==> src/rtl/traffic_light_ctrl_pkg.sv <==
// Shared types for the traffic-light sequencer: colour codes, FSM states
// and small decode helpers used by the controller.
package traffic_light_ctrl_pkg;

   typedef enum logic [1:0] {
      YELLOW = 2'd0,
      RED    = 2'd1,
      GREEN  = 2'd2
   } light_t;

   typedef enum logic [2:0] {
      NS_GREEN  = 3'd0,
      NS_YELLOW = 3'd1,
      RED_A     = 3'd2,
      EW_GREEN  = 3'd3,
      EW_YELLOW = 3'd4,
      RED_B     = 3'd5
   } state_t;

   function automatic state_t next_state(input state_t s);
      case (s)
         NS_GREEN:  return NS_YELLOW;
         NS_YELLOW: return RED_A;
         RED_A:     return EW_GREEN;
         EW_GREEN:  return EW_YELLOW;
         EW_YELLOW: return RED_B;
         RED_B:     return NS_GREEN;
         default:   return NS_GREEN;
      endcase
   endfunction

   function automatic light_t ns_decode(input state_t s);
      case (s)
         NS_GREEN:  return GREEN;
         NS_YELLOW: return YELLOW;
         default:   return RED;
      endcase
   endfunction

   function automatic light_t ew_decode(input state_t s);
      case (s)
         EW_GREEN:  return GREEN;
         EW_YELLOW: return YELLOW;
         default:   return RED;
      endcase
   endfunction

   function automatic int max3(input int a, input int b, input int c);
      int m;
      m = (a > b) ? a : b;
      return (m > c) ? m : c;
   endfunction

endpackage

==> src/rtl/traffic_light_ctrl_if.sv <==
// Pedestrian handshake and colour-code outputs of the sequencer; the
// slave side is the controller, the master side drives the request.
interface traffic_light_ctrl_if;
   import traffic_light_ctrl_pkg::*;

   logic   ped_req;
   logic   ped_ack;
   logic   ped_walk;
   light_t ns_light;
   light_t ew_light;

   modport master (
      output ped_req,
      input  ped_ack,
      input  ped_walk,
      input  ns_light,
      input  ew_light
   );

   modport slave (
      input  ped_req,
      output ped_ack,
      output ped_walk,
      output ns_light,
      output ew_light
   );

endinterface

==> src/rtl/traffic_light_ctrl_tick_prescaler.sv <==
// Free-running divider: tick is high in the cycle the count reaches
// TICK_DIV-1, and the count wraps to zero on that same edge.
module tick_prescaler #(
   parameter int TICK_DIV = 100000000
) (
   input  logic clk,
   input  logic rst,
   output logic tick
);

   localparam int CW = $clog2(TICK_DIV) + 1;

   logic [CW-1:0] count_r;

   assign tick = (count_r == CW'(TICK_DIV - 1));

   // Prescaler count with synchronous reset and wrap on tick
   always_ff @(posedge clk) begin
      if (rst) begin
         count_r <= {CW{1'b0}};
      end else if (tick) begin
         count_r <= {CW{1'b0}};
      end else begin
         count_r <= count_r + CW'(1);
      end
   end

endmodule

==> src/rtl/traffic_light_ctrl.sv <==
// Two-approach traffic-light sequencer with pedestrian early cut-off and
// walk-extended all-red; outputs are registered and decoded from state.
module traffic_light_ctrl
   import traffic_light_ctrl_pkg::*;
#(
   parameter int TICK_DIV        = 100000000,
   parameter int GREEN_TICKS     = 10,
   parameter int MIN_GREEN_TICKS = 4,
   parameter int YELLOW_TICKS    = 3,
   parameter int ALLRED_TICKS    = 1,
   parameter int WALK_TICKS      = 5
) (
   input  logic                 clk,
   input  logic                 rst,
   traffic_light_ctrl_if.slave  bus
);

   localparam int RED_MAX = ALLRED_TICKS + WALK_TICKS;
   localparam int PW      = $clog2(max3(GREEN_TICKS, YELLOW_TICKS, RED_MAX)) + 1;

   logic          tick;
   state_t        state_r;
   logic [PW-1:0] phase_cnt_r;
   logic          ped_pending_r;
   logic          ped_armed_r;
   logic          walk_active_r;
   logic          ped_ack_r;
   light_t        ns_light_r;
   light_t        ew_light_r;

   logic          in_green_s;
   logic          in_yellow_s;
   logic          in_red_s;
   logic          exit_s;
   logic          step_s;
   logic          accept_s;

   tick_prescaler #(.TICK_DIV(TICK_DIV)) u_prescaler (
      .clk  (clk),
      .rst  (rst),
      .tick (tick)
   );

   // Phase-exit and pedestrian-accept decisions for the current cycle
   always_comb begin
      in_green_s  = (state_r == NS_GREEN)  || (state_r == EW_GREEN);
      in_yellow_s = (state_r == NS_YELLOW) || (state_r == EW_YELLOW);
      in_red_s    = (state_r == RED_A)     || (state_r == RED_B);
      exit_s      = 1'b0;
      case (state_r)
         NS_GREEN, EW_GREEN:
            exit_s = (phase_cnt_r == PW'(GREEN_TICKS - 1)) ||
                     (ped_pending_r && (phase_cnt_r >= PW'(MIN_GREEN_TICKS - 1)));
         NS_YELLOW, EW_YELLOW:
            exit_s = (phase_cnt_r == PW'(YELLOW_TICKS - 1));
         RED_A, RED_B:
            if (walk_active_r) begin
               exit_s = (phase_cnt_r == PW'(RED_MAX - 1));
            end else begin
               exit_s = (phase_cnt_r == PW'(ALLRED_TICKS - 1));
            end
         default:
            exit_s = 1'b0;
      endcase
      step_s = tick && exit_s;
      // Only a request already pending when green ended is served at this red
      accept_s = step_s && in_yellow_s && ped_armed_r;
   end

   // FSM, phase counter, pedestrian bookkeeping and registered outputs
   always_ff @(posedge clk) begin
      if (rst) begin
         state_r       <= NS_GREEN;
         phase_cnt_r   <= {PW{1'b0}};
         ped_pending_r <= 1'b0;
         ped_armed_r   <= 1'b0;
         walk_active_r <= 1'b0;
         ped_ack_r     <= 1'b0;
         ns_light_r    <= GREEN;
         ew_light_r    <= RED;
      end else begin
         ped_ack_r     <= accept_s;
         ped_pending_r <= bus.ped_req | (ped_pending_r & ~accept_s);

         if (step_s) begin
            state_r     <= next_state(state_r);
            phase_cnt_r <= {PW{1'b0}};
            ns_light_r  <= ns_decode(next_state(state_r));
            ew_light_r  <= ew_decode(next_state(state_r));
         end else if (tick) begin
            phase_cnt_r <= phase_cnt_r + PW'(1);
         end else begin
            phase_cnt_r <= phase_cnt_r;
         end

         if (step_s && in_green_s) begin
            ped_armed_r <= ped_pending_r;
         end else if (accept_s) begin
            ped_armed_r <= 1'b0;
         end else begin
            ped_armed_r <= ped_armed_r;
         end

         if (accept_s) begin
            walk_active_r <= 1'b1;
         end else if (step_s && in_red_s) begin
            walk_active_r <= 1'b0;
         end else begin
            walk_active_r <= walk_active_r;
         end
      end
   end

   assign bus.ped_ack  = ped_ack_r;
   assign bus.ped_walk = walk_active_r;
   assign bus.ns_light = ns_light_r;
   assign bus.ew_light = ew_light_r;

endmodule
==> src/flat_wrapper.sv <==
// flat-port wrapper written by rule: the top's interface ports become plain ports
module traffic_light_ctrl_flat import traffic_light_ctrl_pkg::*;
#(
   parameter int TICK_DIV        = 100000000,
   parameter int GREEN_TICKS     = 10,
   parameter int MIN_GREEN_TICKS = 4,
   parameter int YELLOW_TICKS    = 3,
   parameter int ALLRED_TICKS    = 1,
   parameter int WALK_TICKS      = 5
)
  (clk, rst, bus_ped_req, bus_ped_ack, bus_ped_walk, bus_ns_light, bus_ew_light);
  traffic_light_ctrl_if bus_i ();
  input  logic clk;
  input  logic rst;
  input wire logic [$bits(bus_i.ped_req)-1:0] bus_ped_req;
  output wire logic [$bits(bus_i.ped_ack)-1:0] bus_ped_ack;
  output wire logic [$bits(bus_i.ped_walk)-1:0] bus_ped_walk;
  output wire logic [$bits(bus_i.ns_light)-1:0] bus_ns_light;
  output wire logic [$bits(bus_i.ew_light)-1:0] bus_ew_light;
  assign bus_i.ped_req = bus_ped_req;
  assign bus_ped_ack = bus_i.ped_ack;
  assign bus_ped_walk = bus_i.ped_walk;
  assign bus_ns_light = bus_i.ns_light;
  assign bus_ew_light = bus_i.ew_light;
  traffic_light_ctrl #(.TICK_DIV(TICK_DIV), .GREEN_TICKS(GREEN_TICKS), .MIN_GREEN_TICKS(MIN_GREEN_TICKS), .YELLOW_TICKS(YELLOW_TICKS), .ALLRED_TICKS(ALLRED_TICKS), .WALK_TICKS(WALK_TICKS)) u_core (.clk(clk), .rst(rst), .bus(bus_i));
endmodule
==> config.mk <==
export PLATFORM = sky130hd
export DESIGN_NAME = traffic_light_ctrl_flat
export DESIGN_NICKNAME = d
export VERILOG_FILES = /design/src/rtl/traffic_light_ctrl_pkg.sv /design/src/rtl/traffic_light_ctrl_if.sv /design/src/rtl/traffic_light_ctrl_tick_prescaler.sv /design/src/rtl/traffic_light_ctrl.sv /design/src/flat_wrapper.sv
export SDC_FILE = /design/constraint.sdc
export NUM_CORES = 1
export LEC_CHECK = 0
export CORE_MARGIN = 3
export CORE_UTILIZATION = 35
export CTS_BUF_LIST = sky130_fd_sc_hd__clkbuf_4
export DETAILED_ROUTE_END_ITERATION = 10
export SLEW_MARGIN = 25
export SYNTH_ARGS = -nofsm -noshare
export SYNTH_HDL_FRONTEND = slang
export SYNTH_SLANG_ARGS = --single-unit
==> constraint.sdc <==
create_clock -name clk -period 3.6 [get_ports clk]
set_input_delay 0.72 -clock clk [delete_from_list [all_inputs] [get_ports clk]]
set_output_delay 0.72 -clock clk [all_outputs]
set_load 0.005 [all_outputs]
==> out/qor.yml <==
power_and_ir_drop:
  p_per_area_nw_per_um2: 353.0
  p_leak_nw: 0.8039
  power.total_mw: 0.8215
  seqPwrFrac_pct: 60.5
  sw_frac_of_total_pct: 21.70
  switchingPower_mw: 0.1782
  pwr-share-clk_pct: 36.5
  pwr-share-comb_pct: 3.0
  peakVddDrop_uv: 155.2
  p_int_mw: 0.6432
critical_path:
  crit_chain: "ha_1 > nand2_1 > or3_4 > or4_1 > o21bai_4 > or4_1 > o21ai_0"
  cpMostUsedCell: "or4_1"
  max_stage_delay_ps: 660
  cp-start-kind: "flip-flop"
  crit_path_end_kind: "flip-flop"
  critPathArrivalTime_ps: 2870
  critPathMaxFanout: 10
  crit_required_ps: 3900
  slowest_stage: "or4_1"
  setup.worst_path.class: "reg -> reg"
synth:
  syn_nets: 254
  yosys-top-cells-count: "dfxtp_1 (44), nor2_1 (41), nand2_1 (22)"
  ys_ff_latch: 44
  synth_area_sq_um: 2107
  synthTopCellsByArea: "dfxtp_1 (42%), nor2_1 (7.3%), xor2_1 (6.7%)"
  yosys.area.top_type: "dfxtp_1"
  syn_inst: 246
  syn-mean-instance-area_sq_um: 8.565
  yosysUniqueCellTypes: 42
  ys.flop_type: "dfxtp_1"
  yosysSeqAreaShare_pct: 41.81
  synth-edff-count: 0
  synthArstFlopShare_pct: 0
  synth_top_area_share_pct: 41.81
  synth.most_common_cell: "dfxtp_1"
  yosysWarningCount: 0
clock_tree:
  post_cts_buffers: 0
  cts_hold_buf: 0
  cts_tree: "yes"
  clk_path_buf_depth: 2
  clkLatencyLatePin_ps: 360
  path_clk_slew_ps: 140
  cts_buffers: 5
  cts_sinks: 44
  root_buffer: "clkbuf_4"
  cts_resized: 0
  h-tree-depth: 2
drt:
  drc: 0
  ant_nets: 0
  post_drt_wl_per_cell_um: 12.30
  drt-initial-drc-count: 95
  routed_wl_um: 4010
  vias_per_cell: 4.969
  dr_total_vias: 1620
  first_pass_iters: 4
finish:
  fillers: 564
  fin_area_sq_um: 2327
  area_growth_pct: 10.45
  diodes: 0
  drive_above_1_share_pct: 7.480
  final_util_pct: 41.01
  fin_nets: 261
die:
  fp.dieH_um: 83.59
  die_x_um: 83.59
  pin_count: 9
  floorplan.initialDensity_pct: 37.13
  fp.coreArea_sq_um: 5675
  die-area_sq_um: 6987
  num_rows: 27
sta:
  final.setup.worst_slack_ps: 1029
  rsz0062_at_grt: "no"
  fmax_mhz: 389.0
  slew_viol_final: 0
  setup-violations-final: 0
  relSlewSlack_pct: 54.04
  worstMarginPinSlew_ps: 683.1
  hold_violations: 0
  finalSetupTns_ps: 0
  min_period_over_period_pct: 71.41
  period_minus_slack_ps: 2571
  fin_skew_ps: 15.88
placed_design:
  gp_congestion: 0.8135
  place_ws_ps: 1059
  numPortBuffers: 8
  place_area_sq_um: 2246
  dp_hpwl_um: 2784
global_routing:
  antenna_found_initial: 0
  grt_util_all_layers_pct: 12.55
  grt_pass1_wl_um: 7210
  grt_max_degree: 26
  grt_overflow: 0
  grt_pass1_vias: 1570
status:
  outcome: "finished clean"
run:
  maxCapViolCount: 0
hold_path:
  worstHoldPathType: "reg -> reg"
metrics by stage:
| step | std cells | hold slack (ps) |
|---|---|---|
| CTS | 326 | 463.5 |
| detailed placement | 318 | 435.9 |
| finish | 326 | 460.9 |
| global route | 326 | 493.2 |
| floorplan | 246 | 417.5 |
| global placement | 318 | 433.5 |
state kept, by name, summed over array words and instances, names as in the netlist:
name,count
u_core.state_r,3
u_core.bus.ped_ack,1
u_core.ped_armed_r,1
u_core.bus.ped_walk,1
u_core.bus.ns_light,2
u_core.u_prescaler.count_r,28
u_core.ped_pending_r,1
u_core.phase_cnt_r,5
u_core.bus.ew_light,2
critical path, delay by kind of cell (launching register included):
family,cells,cell delay [ps]
adder cells (fa/ha/maj),1,220
AND/OR/NAND/NOR,4,1550
AO/OA/AOI/OAI,2,370
flip-flops,1,380
placed cells by master (no fill, tap or decap), types with 3 or more instances in the layout:
cell,n
dfxtp_1,44
clkdlybuf4s50_1,8
and3_1,6
nand3_1,16
nand4_1,6
or3_1,4
nor2b_1,4
xnor2_1,12
o21ai_0,6
nor3_1,6
xor2_1,16
inv_1,6
or4_1,3
clkbuf_4,5
nor2_1,41
nand2_1,22
a21oi_1,9
ha_1,5
layout make-up:
cell class | count | area (sq um) | area share, %
Sequential cell | 44 | 880.8 | 37.85
Timing Repair Buffer | 9 | 87.58 | 3.763
Multi-Input combinational cell | 187 | 1171 | 50.32
Tap cell | 72 | 90.09 | 3.871
Clock buffer | 5 | 37.54 | 1.613
Clock inverter | 3 | 37.54 | 1.613
Inverter | 6 | 22.52 | 0.9677
cell families after synthesis:
group           share of synthesized area, %
simple gates                           32.42
flops                                  41.80
xor+xnor                               11.64
compound gates                         8.255
buf+inv                                2.910
fa+ha+maj                              2.969
power groups by stage:
stage | clock network (mW) | registers (mW) | logic (mW)
after floorplan | 0 | 0.505 | 0.0189
after global placement | 0 | 0.507 | 0.0250
after detailed placement | 0 | 0.508 | 0.0245
after CTS | 0.313 | 0.497 | 0.0249
after global routing | 0.333 | 0.498 | 0.0285
final | 0.300 | 0.497 | 0.0246
layer usage:
metal,wire length [um],part of all wire [%],global-route usage [%],up-vias
met5,0,0,0,-
met4,93,2.3,5.848,0
met3,118,2.9,2.962,8
met2,1685,42,19.23,20
met1,2111,53,16.60,730
li1,-,-,-,862
worst paths after layout:
path                                                      end  cells past startpoint                           from  slack [ps]
worst max register to register             u_core.ped_armed_r                      7  u_core.u_prescaler.count_r[0]        1030
worst max-delay path                       u_core.ped_armed_r                      7  u_core.u_prescaler.count_r[0]        1030
worst min-delay path            u_core.u_prescaler.count_r[0]                      1  u_core.u_prescaler.count_r[0]         460
worst min register to register  u_core.u_prescaler.count_r[0]                      1  u_core.u_prescaler.count_r[0]         460
Note: power is estimated with default switching activity, not from simulation.
